`src/rtl/sweep_pkg.sv`:
```
// sweep_pkg: shared FSM state type and default table geometry for the truth-table sweeper
package sweep_pkg;
    typedef enum logic [1:0] {IDLE, DRIVE, SAMPLE, DONE} state_t;
    localparam int N_IN_DEF = 4;
    localparam int TBL_W    = 2**N_IN_DEF;
    localparam int CNT_W    = N_IN_DEF + 1;
endpackage

```
`src/rtl/sweep_settle_timer.sv`:
```
// sweep_settle_timer: loadable down-counter that expires after SETTLE drive cycles
module sweep_settle_timer
#(
    parameter int SETTLE = 1
)(
    input  logic clk,
    input  logic rst_n,
    input  logic i_load,
    output logic o_expire
);
    localparam int W = SETTLE > 1 ? $clog2(SETTLE) : 1;
    logic [W-1:0] r_cnt;
    // load SETTLE-1 on each new vector, then count down and park at zero
    always_ff @(posedge clk or negedge rst_n) begin
        if (!rst_n) r_cnt <= '0;
        else if (i_load) r_cnt <= W'(SETTLE - 1);
        else if (r_cnt != '0) r_cnt <= r_cnt - 1'b1;
    end
    assign o_expire = r_cnt == '0;
endmodule

```
`src/rtl/truth_table_sweeper.sv`:
```
// truth_table_sweeper: drives every input vector into a combinational function, captures Y and compares to an expected table
module truth_table_sweeper
    import sweep_pkg::*;
#(
    parameter int N_IN   = 4,
    parameter int SETTLE = 1,
    localparam int L_TBL_W = 2**N_IN,
    localparam int L_CNT_W = N_IN + 1
)(
    input  logic               clk,
    input  logic               rst_n,
    input  logic               start,
    input  logic [L_TBL_W-1:0] expected,
    input  logic               y_in,
    output logic [N_IN-1:0]    abcd_out,
    output logic               busy,
    output logic               done,
    output logic [L_TBL_W-1:0] table_out,
    output logic [L_CNT_W-1:0] mismatch_cnt,
    output logic               pass
);
    state_t               r_state, w_next;
    logic [N_IN-1:0]      r_vec;
    logic [L_TBL_W-1:0]   r_exp;
    logic [L_TBL_W-1:0]   r_table;
    logic [L_CNT_W-1:0]   r_cnt;
    logic                 r_pass;
    logic                 w_accept, w_sample, w_last, w_load, w_expire, w_miss;
    logic [L_CNT_W-1:0]   w_cnt_nxt;

    sweep_settle_timer #(.SETTLE(SETTLE)) u_timer (
        .clk      (clk),
        .rst_n    (rst_n),
        .i_load   (w_load),
        .o_expire (w_expire)
    );

    // state register
    always_ff @(posedge clk or negedge rst_n) begin
        if (!rst_n) r_state <= IDLE;
        else r_state <= w_next;
    end

    // next-state and control strobes; start only counts in IDLE
    always_comb begin
        w_accept  = r_state == IDLE && start;
        w_sample  = r_state == SAMPLE;
        w_last    = &r_vec;
        w_load    = w_accept || (w_sample && !w_last);
        w_miss    = y_in != r_exp[r_vec];
        w_cnt_nxt = r_cnt + L_CNT_W'(w_miss);
        w_next    = r_state;
        case (r_state)
            IDLE:    w_next = start ? DRIVE : IDLE;
            DRIVE:   w_next = w_expire ? SAMPLE : DRIVE;
            SAMPLE:  w_next = w_last ? DONE : DRIVE;
            default: w_next = IDLE;
        endcase
    end

    // datapath: latch expected at start, capture y_in and tally misses in SAMPLE;
    // pass is settled on the last sample so it is already valid while done is high
    always_ff @(posedge clk or negedge rst_n) begin
        if (!rst_n) begin
            r_vec   <= '0;
            r_exp   <= '0;
            r_table <= '0;
            r_cnt   <= '0;
            r_pass  <= 1'b0;
        end else if (w_accept) begin
            r_vec   <= '0;
            r_exp   <= expected;
            r_table <= '0;
            r_cnt   <= '0;
            r_pass  <= 1'b0;
        end else if (w_sample) begin
            r_table[r_vec] <= y_in;
            r_cnt          <= w_cnt_nxt;
            if (w_last) r_pass <= w_cnt_nxt == '0;
            else r_vec <= r_vec + 1'b1;
        end
    end

    assign abcd_out     = r_vec;
    assign busy         = r_state != IDLE;
    assign done         = r_state == DONE;
    assign table_out    = r_table;
    assign mismatch_cnt = r_cnt;
    assign pass         = r_pass;
endmodule

```
`config.mk`:
```
export PLATFORM = sky130hd
export DESIGN_NAME = truth_table_sweeper
export DESIGN_NICKNAME = d
export VERILOG_FILES = /design/src/rtl/sweep_pkg.sv /design/src/rtl/sweep_settle_timer.sv /design/src/rtl/truth_table_sweeper.sv
export SDC_FILE = /design/constraint.sdc
export NUM_CORES = 1
export LEC_CHECK = 0
export CORE_UTILIZATION = 50
export CTS_CLUSTER_SIZE = 30
export DETAILED_ROUTE_END_ITERATION = 10
export PLACE_DENSITY_LB_ADDON = 0.08
export SYNTH_ARGS = -nofsm -noshare
export SYNTH_HDL_FRONTEND = slang
export SYNTH_HIERARCHICAL = 1
export SYNTH_SLANG_ARGS = --single-unit
```
`constraint.sdc`:
```
create_clock -name clk -period 4.5 [get_ports clk]
set_clock_uncertainty 0.15 [all_clocks]
set_input_delay 1.125 -clock clk [delete_from_list [all_inputs] [get_ports clk]]
set_output_delay 1.125 -clock clk [all_outputs]
set_load 0.01 [all_outputs]
```
Word level (Yosys, flattened, before mapping)

Cells that the tools add are included.

Flip-flop bits (word level): 45
Bits of input ports: 20
Output and inout port bits: 28
Word-level logic and storage cells: 51

Add/sub/neg operators: 3
$lt $le $gt $ge: 2
Eq/ne operators: 5
Multiplexer cells: 21
Reduce and logical (&&, ||, !) cells: 13

Operators by type and width:

| kind                  | count |
|---|---|
| $mux W16              | 2 |
| $bwmux W16            | 1 |
| $mux W4               | 3 |
| $mux W5               | 2 |
| $mux W1               | 8 |
| $pmux W2 S3           | 1 |
| $reduce_bool A2 Y1    | 3 |
| $add A5 B1 Y5         | 1 |
| $logic_not A5 Y1      | 1 |
| $lt A4 B5 Y1 const B  | 1 |
| $add A4 B1 Y4 const B | 1 |
| $bmux W1 S4           | 1 |
| $demux W1 S4          | 1 |
| $eq A2 B2 Y1 const B  | 2 |
| $ge A4 B1 Y1 const B  | 1 |
| $mux W2               | 2 |
| $reduce_and A2 Y1     | 2 |
| $reduce_and A4 Y1     | 1 |
| $logic_and A1 B1 Y1   | 3 |
| $eq A2 B1 Y1 const B  | 1 |
| $logic_not A2 Y1      | 1 |
| $ne A2 B2 Y1 const B  | 1 |
| $logic_not A1 Y1      | 1 |
| $logic_or A1 B1 Y1    | 1 |
| 2 further kinds       | 2 |

Logic depth before layout (Yosys ltp)

Depth in word-level cells: 8
Gate-level depth with buffers: 10

Cells and area by module

Netlist, hierarchy kept.

By module, submodules not included:

| module              | times used | cells an instance | area an instance (µm²) | seq. area each (µm²) |
|---|---|---|---|---|
| truth_table_sweeper | 1          | 224               | 2164.6                 | 1101.1 |
| sweep_settle_timer  | 1          | 2                 | 11.3                   | 0.0 |

Worst setup path before layout

OpenSTA, ideal clock, no wires.

Path type: register to register
Start point: register r_vec[0] (netlist: abcd_out[0])
End point: register r_pass (netlist: pass)
Library setup time: 0.078 ns
Arrival: 3.006 ns
Setup slack: 1.266 ns
Cell stages (with the launch flop): 11
Buffers on the path: 1
Period minus slack after synthesis: 3.234 ns
Cells stage by stage: dfrtp_1 > buf_6 > mux4_1 > mux4_2 > xor2_1 > ha_1 > ha_1 > xor2_1 > or3_1 > or3_1 > a21oi_1

Longest elaborated chain between the ends: 8
Elaborated cells on any way between the ends: 11

RTL lines:

| what                          | line                      | RTL |
|---|---|---|
| from (decl)                   | truth_table_sweeper.sv:23 | `logic [N_IN-1:0] r_vec;` |
| from (signal assigned)        | truth_table_sweeper.sv:80 | `else r_vec <= r_vec + 1'b1;` |
| $bmux W1 S4                   | truth_table_sweeper.sv:50 | `w_miss = y_in != r_exp[r_vec];` |
| $mux W1 (implied by the code) | truth_table_sweeper.sv:50 |  |
| $ne A1 B1 Y1                  | truth_table_sweeper.sv:50 |  |
| $add A5 B1 Y5                 | truth_table_sweeper.sv:51 | `w_cnt_nxt = r_cnt + L_CNT_W'(w_miss);` |
| $logic_not A5 Y1              | truth_table_sweeper.sv:79 | `if (w_last) r_pass <= w_cnt_nxt == '0;` |
| $mux W1                       | truth_table_sweeper.sv:79 |  |
| $mux W1                       | truth_table_sweeper.sv:76 | `end else if (w_sample) begin` |
| $mux W1                       | truth_table_sweeper.sv:70 | `end else if (w_accept) begin` |
| to (signal assigned)          | truth_table_sweeper.sv:69 | `r_pass <= 1'b0;` |
| to (signal assigned)          | truth_table_sweeper.sv:75 | `r_pass <= 1'b0;` |
| to (signal assigned)          | truth_table_sweeper.sv:79 |  |
| to (decl)                     | truth_table_sweeper.sv:27 | `logic r_pass;` |

Several ways; a longest one is shown, not always the timed one. The select of a mux whose other input is x is not followed.
A chain may end at the register's enable or synchronous reset.

Worst setup path after layout

Same ends and word-level chain as after synthesis.

==> tab_implementation.tex <==
\begin{tabular}{lr}
\hline
Metric & Value \\
\hline
\multicolumn{2}{l}{\textbf{Run status}} \\
\quad Run status & completed \\
\multicolumn{2}{l}{\textbf{Timing}} \\
\quad Max Clk Rate & roughly 300 MHz \\
\quad RSZ-0062 raised after global routing & no \\
\quad Total setup violations reported at the end of the flow & 0 \\
\quad Setup TNS & 0 ns \\
\quad Fin. max-slew vios & 0 \\
\quad Share of the clock period used by the worst path & 0.7522 \\
\quad Worst slew slack as a fraction of its limit & 0.3675 \\
\quad WHS & 0.3287 ns \\
\quad Pin slew with the least headroom to its limit & 0.9488 ns \\
\quad Number of hold violations in the final report & 0 \\
\quad Tmin final & between 3 and 4 ns \\
\multicolumn{2}{l}{\textbf{Floorplanning}} \\
\quad Initial standard-cell utilization of the core & 0.5315 \\
\quad Total I/O pin count & between 40 and 50 \\
\quad DIE AREA & about 4600 um2 \\
\quad Core area & 4086 um2 \\
\quad Die Height & a little under 70 um \\
\quad Row Count & 23 \\
\quad Horizontal extent of the die & 67.91 um \\
\multicolumn{2}{l}{\textbf{Global routing}} \\
\quad Number of antenna violations at the first check in global routing & 0 \\
\quad Total congestion overflow after global routing & 0 \\
\quad Number of global-route vias before repair & around 1600 \\
\quad Global Route Usage Sum & 0.2208 \\
\quad Largest net degree at the start of global routing & 45 \\
\quad Global-route wire length before repair & 7.396 mm \\
\multicolumn{2}{l}{\textbf{Clock tree}} \\
\quad CTS tree & done \\
\quad Number of buffers inserted to repair setup after CTS & 0 \\
\quad Insertion delay to the later sink of the worst-skew pair & approximately 0.30 ns \\
\quad Number of buffers added by the clock tree synthesis step & 5 \\
\quad Maximum buffer depth of the clock tree & 2 \\
\quad Buffer type at the clock tree root & sky130\_fd\_sc\_hd\_\_clkbuf\_8 \\
\quad Sink count of the clock tree & 44 \\
\quad CTS Hold Bufs & 0 \\
\quad Post-CTS resize count & 0 \\
\quad H-tree lvl count & 2 \\
\quad Clock-pin slew of the registers on the worst-case setup and hold paths & about 0.08 ns \\
\multicolumn{2}{l}{\textbf{Finish}} \\
\quad Antenna diode count & 0 \\
\quad Final-stage net count & about 300 \\
\quad Most frequent standard cell in the layout excluding fill and tap cells & sky130\_fd\_sc\_hd\_\_nand2\_1 \\
\quad Share of post-route cells with drive strength above 1 & 0.04815 \\
\quad Top library cells by usage in the layout, fill and taps aside & 58 x sky130\_fd\_sc\_hd\_\_nand2\_1, 46 x sky130\_fd\_sc\_hd\_\_clkdlybuf4s50\_1, 44 x sky130\_fd\_sc\_hd\_\_dfrtp\_1 \\
\quad Area of the multi-input gates & about 980 um2 \\
\quad Layout Area Growth over Synthesis & 27.48\% \\
\quad Fillcell total & $\sim$350 \\
\quad Post-route insts no fill & between 300 and 400 \\
\quad Register cell area after layout & $\sim$1100 um2 \\
\multicolumn{2}{l}{\textbf{Routing}} \\
\quad Routed wire per std cell & between 10 and 15 um \\
\quad Remaining antenna violation count & 0 \\
\quad Aggregate routed wire length & around 4.3 mm \\
\quad Number of iterations in the first detailed-routing pass & 4 \\
\quad Mean number of vias per cell & 5.238 \\
\quad Via count & 1676 \\
\quad Remaining DRCs & 0 \\
\quad DRT iter0 DRCs & 109 \\
\multicolumn{2}{l}{\textbf{Worst setup path}} \\
\quad Startpoint type of the worst setup path & flip-flop \\
\quad Largest driver fanout on the critical path & 9 \\
\quad Largest stage delay on the critical path & 0.59 ns \\
\quad Critical path capture point type & flip-flop \\
\quad Count of buffering cells on the critical path with inverters included & 0 \\
\quad WP data arrival & 3.45 ns \\
\quad Setup Crit Path Kind & flip-flop to flip-flop \\
\quad CP Data Required Time & 4.57 ns \\
\quad Cell with the largest stage delay on the worst path & sky130\_fd\_sc\_hd\_\_mux4\_1 \\
\quad Category of cells accounting for the largest share of critical-path delay & multiplexers \\
\quad Cells along the critical path & mux4\_1 -> mux4\_2 -> xor2\_1 -> ha\_1 -> ha\_1 -> xor2\_1 -> or3\_1 -> or3\_1 -> a21oi\_1 \\
\multicolumn{2}{l}{\textbf{Synth}} \\
\quad Syn\_nets & between 200 and 300 \\
\quad Number of warning messages in the yosys log & 6 \\
\quad Mean area per synthesized cell & 9.654 um2 \\
\quad Synthesized instance count & between 200 and 250 \\
\quad Total standard cell area after synthesis & $\sim$2200 um2 \\
\multicolumn{2}{l}{\textbf{Pwr}} \\
\quad Worst IR Drop VDD & 415.8 uV \\
\quad Total power after layout & 0.001316 W \\
\quad Leakage power figure & between 1 and 1.5 nW \\
\quad Power density of the placed cells & approximately 480 nW/um2 \\
\multicolumn{2}{l}{\textbf{Placement}} \\
\quad Total half-perimeter wirelength after legalization and detailed placement & a little over 3 mm \\
\quad Global placement routability congestion & 0.8081 \\
\quad Number of placed instances, taps included & between 300 and 400 \\
\quad Input/output buffers & 47 \\
\multicolumn{2}{l}{\textbf{Flow run}} \\
\quad Maximum Capacitance Violations & 0 \\
\multicolumn{2}{l}{\textbf{Worst hold path}} \\
\quad Worst hold path class & flip-flop to flip-flop \\
\hline
\end{tabular}
cell type report:
type | instances | share of cell area
clock inverter | 2 | 0.01265
multi-input combinational | 161 | 0.3552
tap | 50 | 0.02259
timing repair buffer | 50 | 0.1762
sequential | 44 | 0.3977
inverter | 7 | 0.009489
clock buffer | 6 | 0.02621
power breakdown:
group	switching [W]	internal [W]	leakage [nW]
sequential	0.0000782	0.000495	0.584
clock	0.000133	0.000165	0.0552
combinational	0.000226	0.000218	0.716
total	0.000438	0.000878	1.35
state kept, by name (all words and copies together), names as in the netlist:
name          cells
r_exp            16
mismatch_cnt      5
table_out        16
pass              1
abcd_out          4
r_state           2
tightest hold or removal path: stages (launching register included):
cell                      delay (ns)
sky130_fd_sc_hd__dfrtp_1        0.35
sky130_fd_sc_hd__nand2_1        0.05
sky130_fd_sc_hd__nand2_1        0.05
per-stage QoR:
step           setup slack (ns)  utilization  cell area (um2)
6_report                  1.115       0.6776             2769
5_1_grt                  0.9607       0.6776             2769
3_5_place_dp             0.9879       0.6513             2661
2_1_floorplan             1.266            -             2172
4_1_cts                   1.093       0.6776             2769
3_3_place_gp              1.043       0.6513             2661
routing by layer:
metal | vias up | GRT usage | part of all wire
met5 | - | 0 | 0
met4 | 0 | 0.06250 | 0.012
met3 | 5 | 0.05500 | 0.037
met2 | 44 | 0.3651 | 0.49
met1 | 792 | 0.2874 | 0.46
li1 | 835 | - | -
path summary, 6_finish.rpt:
path,startpoint,end,slack (ns),cells after the start
min in group asynchronous,rst_n,mismatch_cnt[1]$_DFFE_PN0P_,0.82,1
hold / removal,r_exp[0]$_DFFE_PN0P_,r_exp[0]$_DFFE_PN0P_,0.33,2
setup reg to reg,abcd_out[0]$_DFFE_PN0P_,pass$_DFFE_PN0P_,1.12,9
hold reg to reg,r_exp[0]$_DFFE_PN0P_,r_exp[0]$_DFFE_PN0P_,0.33,2
setup / recovery,abcd_out[0]$_DFFE_PN0P_,pass$_DFFE_PN0P_,1.12,9
max in group asynchronous,rst_n,r_exp[9]$_DFFE_PN0P_,2.79,1
Note: power is estimated with default switching activity, not from simulation.
